<file path="src/rtl/cnn_pkg.sv">
// Shared types and constants for the feature-map RAM readers.
package cnn_pkg;

    typedef enum logic [1:0] {
        IDLE  = 2'd0,
        RUN   = 2'd1,
        DRAIN = 2'd2
    } rd_state_t;

    localparam int RD_FIFO_DEPTH = 4;

    // Address width for an n-entry dimension; never narrower than one bit.
    function automatic int addr_width(input int n);
        return (n > 1) ? $clog2(n) : 1;
    endfunction

endpackage

</file>
<file path="src/rtl/stream_fifo.sv">
// Small synchronous FIFO with show-ahead head; pop and push may share a cycle.
module stream_fifo #(
    parameter int DWIDTH = 34,
    parameter int DEPTH  = 4
) (
    input  logic              clk,
    input  logic              rst_n,
    input  logic              i_push,
    input  logic [DWIDTH-1:0] i_data,
    input  logic              i_pop,
    output logic [DWIDTH-1:0] o_data,
    output logic              o_valid
);

    localparam int PW = (DEPTH > 1) ? $clog2(DEPTH) : 1;
    localparam int CW = $clog2(DEPTH + 1);

    logic [DWIDTH-1:0] r_mem [DEPTH];
    logic [PW-1:0]     r_wr_ptr;
    logic [PW-1:0]     r_rd_ptr;
    logic [CW-1:0]     r_count;
    logic              w_pop;
    logic              w_push;

    assign w_pop   = i_pop && (r_count != '0);
    assign w_push  = i_push && ((r_count != CW'(DEPTH)) || w_pop);
    assign o_valid = (r_count != '0);
    assign o_data  = r_mem[r_rd_ptr];

    always_ff @(posedge clk) begin
        if (!rst_n) begin
            for (int i = 0; i < DEPTH; i++) r_mem[i] <= '0;
            r_wr_ptr <= '0;
            r_rd_ptr <= '0;
            r_count  <= '0;
        end else begin
            if (w_push) begin
                r_mem[r_wr_ptr] <= i_data;
                r_wr_ptr <= (r_wr_ptr == PW'(DEPTH - 1)) ? '0 : r_wr_ptr + PW'(1);
            end
            if (w_pop)
                r_rd_ptr <= (r_rd_ptr == PW'(DEPTH - 1)) ? '0 : r_rd_ptr + PW'(1);
            case ({w_push, w_pop})
                2'b10:   r_count <= r_count + CW'(1);
                2'b01:   r_count <= r_count - CW'(1);
                default: r_count <= r_count;
            endcase
        end
    end

endmodule

</file>
<file path="src/rtl/ram_2d_reader.sv">
// Raster-scans a window of the feature-map RAM and streams the words out
// with end-of-row / end-of-window tags, throttled by a read credit.
module ram_2d_reader
    import cnn_pkg::*;
#(
    parameter int DWIDTH = 32,
    parameter int HEIGHT = 8,
    parameter int WIDTH  = 8,
    parameter int AW_H   = addr_width(HEIGHT),
    parameter int AW_W   = addr_width(WIDTH)
) (
    input  logic              clk,
    input  logic              rst_n,
    input  logic              start,
    input  logic [AW_H-1:0]   row0,
    input  logic [AW_W-1:0]   col0,
    input  logic [AW_H:0]     rows,
    input  logic [AW_W:0]     cols,
    output logic              busy,
    output logic              done,
    output logic              ram_rw,
    output logic [AW_H-1:0]   ram_haddr,
    output logic [AW_W-1:0]   ram_waddr,
    input  logic [DWIDTH-1:0] ram_dataout,
    output logic [DWIDTH-1:0] out_data,
    output logic              out_valid,
    input  logic              out_ready,
    output logic              out_eol,
    output logic              out_eof
);

    localparam int CW = $clog2(RD_FIFO_DEPTH + 1);

    rd_state_t       r_state;
    logic            r_busy;
    logic            r_done;
    logic [AW_H-1:0] r_haddr;
    logic [AW_W-1:0] r_waddr;
    logic [AW_W-1:0] r_col0;
    logic [AW_H:0]   r_rows;
    logic [AW_W:0]   r_cols;
    logic [AW_H:0]   r_row_idx;
    logic [AW_W:0]   r_col_idx;
    logic            r_last;
    logic [CW-1:0]   r_credit;
    logic            r_s1_vld, r_s1_eol, r_s1_eof;
    logic            r_s2_vld, r_s2_eol, r_s2_eof;

    logic              w_row_end;
    logic [AW_W:0]     w_nxt_col;
    logic [AW_H:0]     w_nxt_row;
    logic              w_nxt_eol;
    logic              w_nxt_eof;
    logic              w_pop;
    logic              w_can_issue;
    logic              w_start_ok;
    logic              w_issue;
    logic [DWIDTH+1:0] w_fifo_q;

    always_comb begin
        w_row_end   = (r_col_idx == r_cols - 1'b1);
        w_nxt_col   = w_row_end ? '0 : r_col_idx + 1'b1;
        w_nxt_row   = w_row_end ? r_row_idx + 1'b1 : r_row_idx;
        w_nxt_eol   = (w_nxt_col == r_cols - 1'b1);
        w_nxt_eof   = w_nxt_eol && (w_nxt_row == r_rows - 1'b1);
        w_pop       = out_valid && out_ready;
        w_can_issue = (r_credit < CW'(RD_FIFO_DEPTH));
        w_start_ok  = start && (r_state == IDLE) && (rows != '0) && (cols != '0);
        w_issue     = w_start_ok || ((r_state == RUN) && !r_last && w_can_issue);
    end

    // Credit covers stage 1, stage 2 and the FIFO, so the FIFO cannot overflow.
    always_ff @(posedge clk) begin
        if (!rst_n) begin
            r_state   <= IDLE;
            r_busy    <= 1'b0;
            r_done    <= 1'b0;
            r_haddr   <= '0;
            r_waddr   <= '0;
            r_col0    <= '0;
            r_rows    <= '0;
            r_cols    <= '0;
            r_row_idx <= '0;
            r_col_idx <= '0;
            r_last    <= 1'b0;
            r_credit  <= '0;
            r_s1_vld  <= 1'b0;
            r_s1_eol  <= 1'b0;
            r_s1_eof  <= 1'b0;
            r_s2_vld  <= 1'b0;
            r_s2_eol  <= 1'b0;
            r_s2_eof  <= 1'b0;
        end else begin
            r_done   <= 1'b0;
            r_credit <= r_credit + CW'(w_issue) - CW'(w_pop);
            r_s1_vld <= w_issue;
            r_s2_vld <= r_s1_vld;
            r_s2_eol <= r_s1_eol;
            r_s2_eof <= r_s1_eof;
            case (r_state)
                IDLE: begin
                    if (w_start_ok) begin
                        r_state   <= RUN;
                        r_busy    <= 1'b1;
                        r_haddr   <= row0;
                        r_waddr   <= col0;
                        r_col0    <= col0;
                        r_rows    <= rows;
                        r_cols    <= cols;
                        r_row_idx <= '0;
                        r_col_idx <= '0;
                        r_s1_eol  <= (cols == (AW_W+1)'(1));
                        r_s1_eof  <= (cols == (AW_W+1)'(1)) && (rows == (AW_H+1)'(1));
                        r_last    <= (cols == (AW_W+1)'(1)) && (rows == (AW_H+1)'(1));
                    end else if (start) begin
                        r_done <= 1'b1;
                    end
                end
                RUN: begin
                    if (r_last) begin
                        r_state <= DRAIN;
                    end else if (w_can_issue) begin
                        r_col_idx <= w_nxt_col;
                        r_row_idx <= w_nxt_row;
                        r_waddr   <= w_row_end ? r_col0 : r_waddr + 1'b1;
                        r_haddr   <= w_row_end ? r_haddr + 1'b1 : r_haddr;
                        r_s1_eol  <= w_nxt_eol;
                        r_s1_eof  <= w_nxt_eof;
                        r_last    <= w_nxt_eof;
                    end
                end
                DRAIN: begin
                    if (w_pop && out_eof) begin
                        r_state <= IDLE;
                        r_busy  <= 1'b0;
                        r_done  <= 1'b1;
                        r_last  <= 1'b0;
                    end
                end
                default: r_state <= IDLE;
            endcase
        end
    end

    stream_fifo #(
        .DWIDTH(DWIDTH + 2),
        .DEPTH (RD_FIFO_DEPTH)
    ) u_fifo (
        .clk    (clk),
        .rst_n  (rst_n),
        .i_push (r_s2_vld),
        .i_data ({r_s2_eof, r_s2_eol, ram_dataout}),
        .i_pop  (out_ready),
        .o_data (w_fifo_q),
        .o_valid(out_valid)
    );

    assign ram_rw    = 1'b1;
    assign ram_haddr = r_haddr;
    assign ram_waddr = r_waddr;
    assign busy      = r_busy;
    assign done      = r_done;
    assign out_data  = w_fifo_q[DWIDTH-1:0];
    assign out_eol   = w_fifo_q[DWIDTH];
    assign out_eof   = w_fifo_q[DWIDTH+1];

endmodule

</file>
<file path="config.mk">
export PLATFORM = sky130hd
export DESIGN_NAME = ram_2d_reader
export DESIGN_NICKNAME = d
export VERILOG_FILES = /design/src/rtl/cnn_pkg.sv /design/src/rtl/stream_fifo.sv /design/src/rtl/ram_2d_reader.sv
export SDC_FILE = /design/constraint.sdc
export NUM_CORES = 1
export LEC_CHECK = 0
export BUFFER_PORTS_ARGS = -buffer_cell sky130_fd_sc_hd__clkbuf_2
export CORE_MARGIN = 1
export CORE_UTILIZATION = 53
export DETAILED_ROUTE_END_ITERATION = 12
export GPL_ROUTABILITY_DRIVEN = 0
export PLACE_DENSITY = 0.85
export SLEW_MARGIN = 30
export SYNTH_ARGS = -nofsm -noshare
export SYNTH_HDL_FRONTEND = slang
export SYNTH_SLANG_ARGS = --single-unit
</file>
<file path="constraint.sdc">
create_clock -name clk -period 3.8 [get_ports clk]
set_clock_uncertainty 0.05 [all_clocks]
set_input_delay 0.76 -clock clk [delete_from_list [all_inputs] [get_ports clk]]
set_output_delay 0.76 -clock clk [all_outputs]
set_load 0.005 [all_outputs]
</file>
==> qor.yml <==
clock_tree:
  h-tree-depth: 4
  clk_pin_slew_worst_paths_ps: 60
  cts.sinks: 184
  cts_tree: "done"
  cts_buffers: 17
  cts_resized: 0
  post_cts_buffers: 0
  clock_latency_ps: 440
  holdBufCountCts: 0
  clock_path_buffers: 2
  cts_root_buffer: "clkbuf_16"
routing:
  drc: 0
  drt_first_pass_iters: 4
  viasPerCell: 5.71
  routedWlPerCell_um: 18.8
  via_count: 5483
  routed_wl_um: 18100
  drt_iter0_markers: 339
  ant_nets: 0
power_and_ir_drop:
  totalPowerFinal_mw: 5.88
  cellLeakagePower_nw: 3.83
  peakVddDrop_uv: 422
  power_density_nw_per_um2: 598
global_routing:
  grt_pass1_vias: 5652
  grt_max_degree: 35
  grt_pass1_wl_um: 28700
  antenna_found_initial: 0
  grtUsageTotal_pct: 23.2
  grt-ovfl-total: 0
timing:
  finalSetupViolations: 0
  fin_crit_sh_pct: 77.5
  layout_setup_ws_ps: 855
  slew_violations: 0
  rsz0062_at_grt: "false"
  fin_crit_ps: 2950
  timing.hold.ws_ps: 424
  tns_ps: 0
  max_slew_margin_pct: 37.9
  timing.fmax_mhz: 340
  worst_pin_slew_ps: 931
  hold_viol: 0
finish:
  drive_gt1_share_pct: 26.6
  nNetsFinal: 797
  syn2layout_area_growth_pct: 14.8
  final_area_um2: 9830
  nFillCells: 1135
  antenna_cells: 0
outcome:
  status: "complete, no violations"
worst_setup_path:
  critPathMaxFanout: 34
  worstPathCellList: "buf_4 -> mux4_2 -> clkbuf_2"
  path_buf_inv: 2
  path_delay_family: "buffers and inverters"
  startpoint_type: "flop"
  cp.arrival_ps: 2140
  critPathCaptureType: "output port"
  worstPathRequired_ps: 2990
  path_class: "flop to output port"
  cpPeakStageDelay_ps: 670
  cp_slowest_cell: "mux4_2"
floorplanning:
  initial_core_util_pct: 54.1
  die_area_um2: 16700
  die_width_um: 129
  rows: 46
  core_area_um2: 15800
  die_height_um: 129
  io_pins: 94
placement:
  placed_area_um2: 9240
  hpwl_um: 11400
  port_buffers: 92
  place_ws_ps: 508
logic_synthesis:
  synth_area_leaders: "edfxtp_1, dfxtp_1, and2_1"
  ys.flop_type: "edfxtp_1"
  synth_top_area_share_pct: 47.7
  syn_area_per_cell_um2: 13.3
  synthTopCellsByCount: "and2_1, edfxtp_1, dfxtp_1, nor2_1, mux4_2"
  ys_types: 64
  yosys_warnings: 0
  netlist_instances: 644
  synth-edff-count: 136
  synth_most_common_cell: "and2_1"
  ys_async_sr_fraction_pct: 0
  syn_nets: 709
  ys_ff_latch: 184
  synth_top_area_cell: "edfxtp_1"
  yosysSeqAreaShare_pct: 58.9
  syn_area_um2: 8560
job:
  cap_violations: 0
hold_path:
  holdCritPathClass: "flop to flop"
## cell usage in the layout (no fill, tap or decap), types with 14 or more instances in the layout
| master | synthesis | routed |
|---|---|---|
| and2_1 | 141 | 141 |
| clkbuf_16 | 0 | 17 |
| nor2_1 | 38 | 37 |
| inv_1 | 14 | 14 |
| dfxtp_1 | 48 | 46 |
| xnor2_1 | 17 | 17 |
| nand2_1 | 21 | 21 |
| mux4_2 | 34 | 34 |
| a21oi_1 | 25 | 25 |
| edfxtp_1 | 136 | 136 |
| clkbuf_2 | 1 | 92 |
## layer usage
layer  vias to the layer above  track usage, %  routed length, um
li1                       2516               -                  -
met1                      2760            26.4               7010
met2                       187            42.6               9840
met3                        20            5.41                955
met4                         0            8.17                255
met5                         -               0                  0
## worst register-to-register path, cell delays in order (launching register included)
cell and delay (ps):
dfxtp_1 320, inv_1 100, ha_1 160, buf_4 260, inv_2 180, nor3_2 350, a21oi_1 110, ha_1 320
inv_1 60, ha_1 130, inv_1 50, fa_1 370, xor2_1 180, xnor2_1 140, nor2_1 60
## final timing paths
path	cells past startpoint	slack, ps	to	startpoint
setup / recovery	3	850	out_eof	flop
hold / removal	1	420	r_s2_eof	r_s1_eof
hold reg to reg	1	420	r_s2_eof	r_s1_eof
setup reg to reg	14	850	r_credit[2]	r_state[1]
## metrics by stage
| step | cells | util [%] |
|---|---|---|
| floorplan | 644 | - |
| global placement | 929 | 58.4 |
| detailed placement | 929 | 58.4 |
| CTS | 961 | 62.0 |
| global route | 961 | 62.1 |
| finish | 961 | 62.1 |
## report_power, final
| part | switching (mW) | internal [mW] |
|---|---|---|
| clock | 0.784 | 0.920 |
| combinational | 0.910 | 0.756 |
| sequential | 0.152 | 2.36 |
## cell families (layout without fill, tap and decap cells)
kind of cell,after synthesis,after routing,synth area share (%)
flops,184,184,58.9
simple gates,249,249,17.0
fa+ha+maj,15,15,2.37
mux,46,46,10.3
buf+inv,52,153,2.72
other cells,1,1,0.0438
xor+xnor,23,23,2.44
compound gates,74,74,6.17
## registers in the layout (all words and copies together), names as in the netlist, 3 cells and up, named ones only
name            cells
u_fifo.r_count      3
r_col0              3
r_cols              4
r_col_idx           4
ram_haddr           3
r_credit            3
u_fifo.r_mem      136
r_rows              4
ram_waddr           3
r_row_idx           4
## area by class of cell
type | count | area [um^2] | area share (%)
Clock buffer | 18 | 429 | 4.37
Clock inverter | 14 | 141 | 1.44
Inverter | 19 | 71.3 | 0.726
Multi-Input combinational cell | 408 | 3330 | 33.9
Sequential cell | 184 | 5050 | 51.3
Tap cell | 216 | 270 | 2.75
Timing Repair Buffer | 102 | 536 | 5.45
Power figures use the tool's default switching activity.
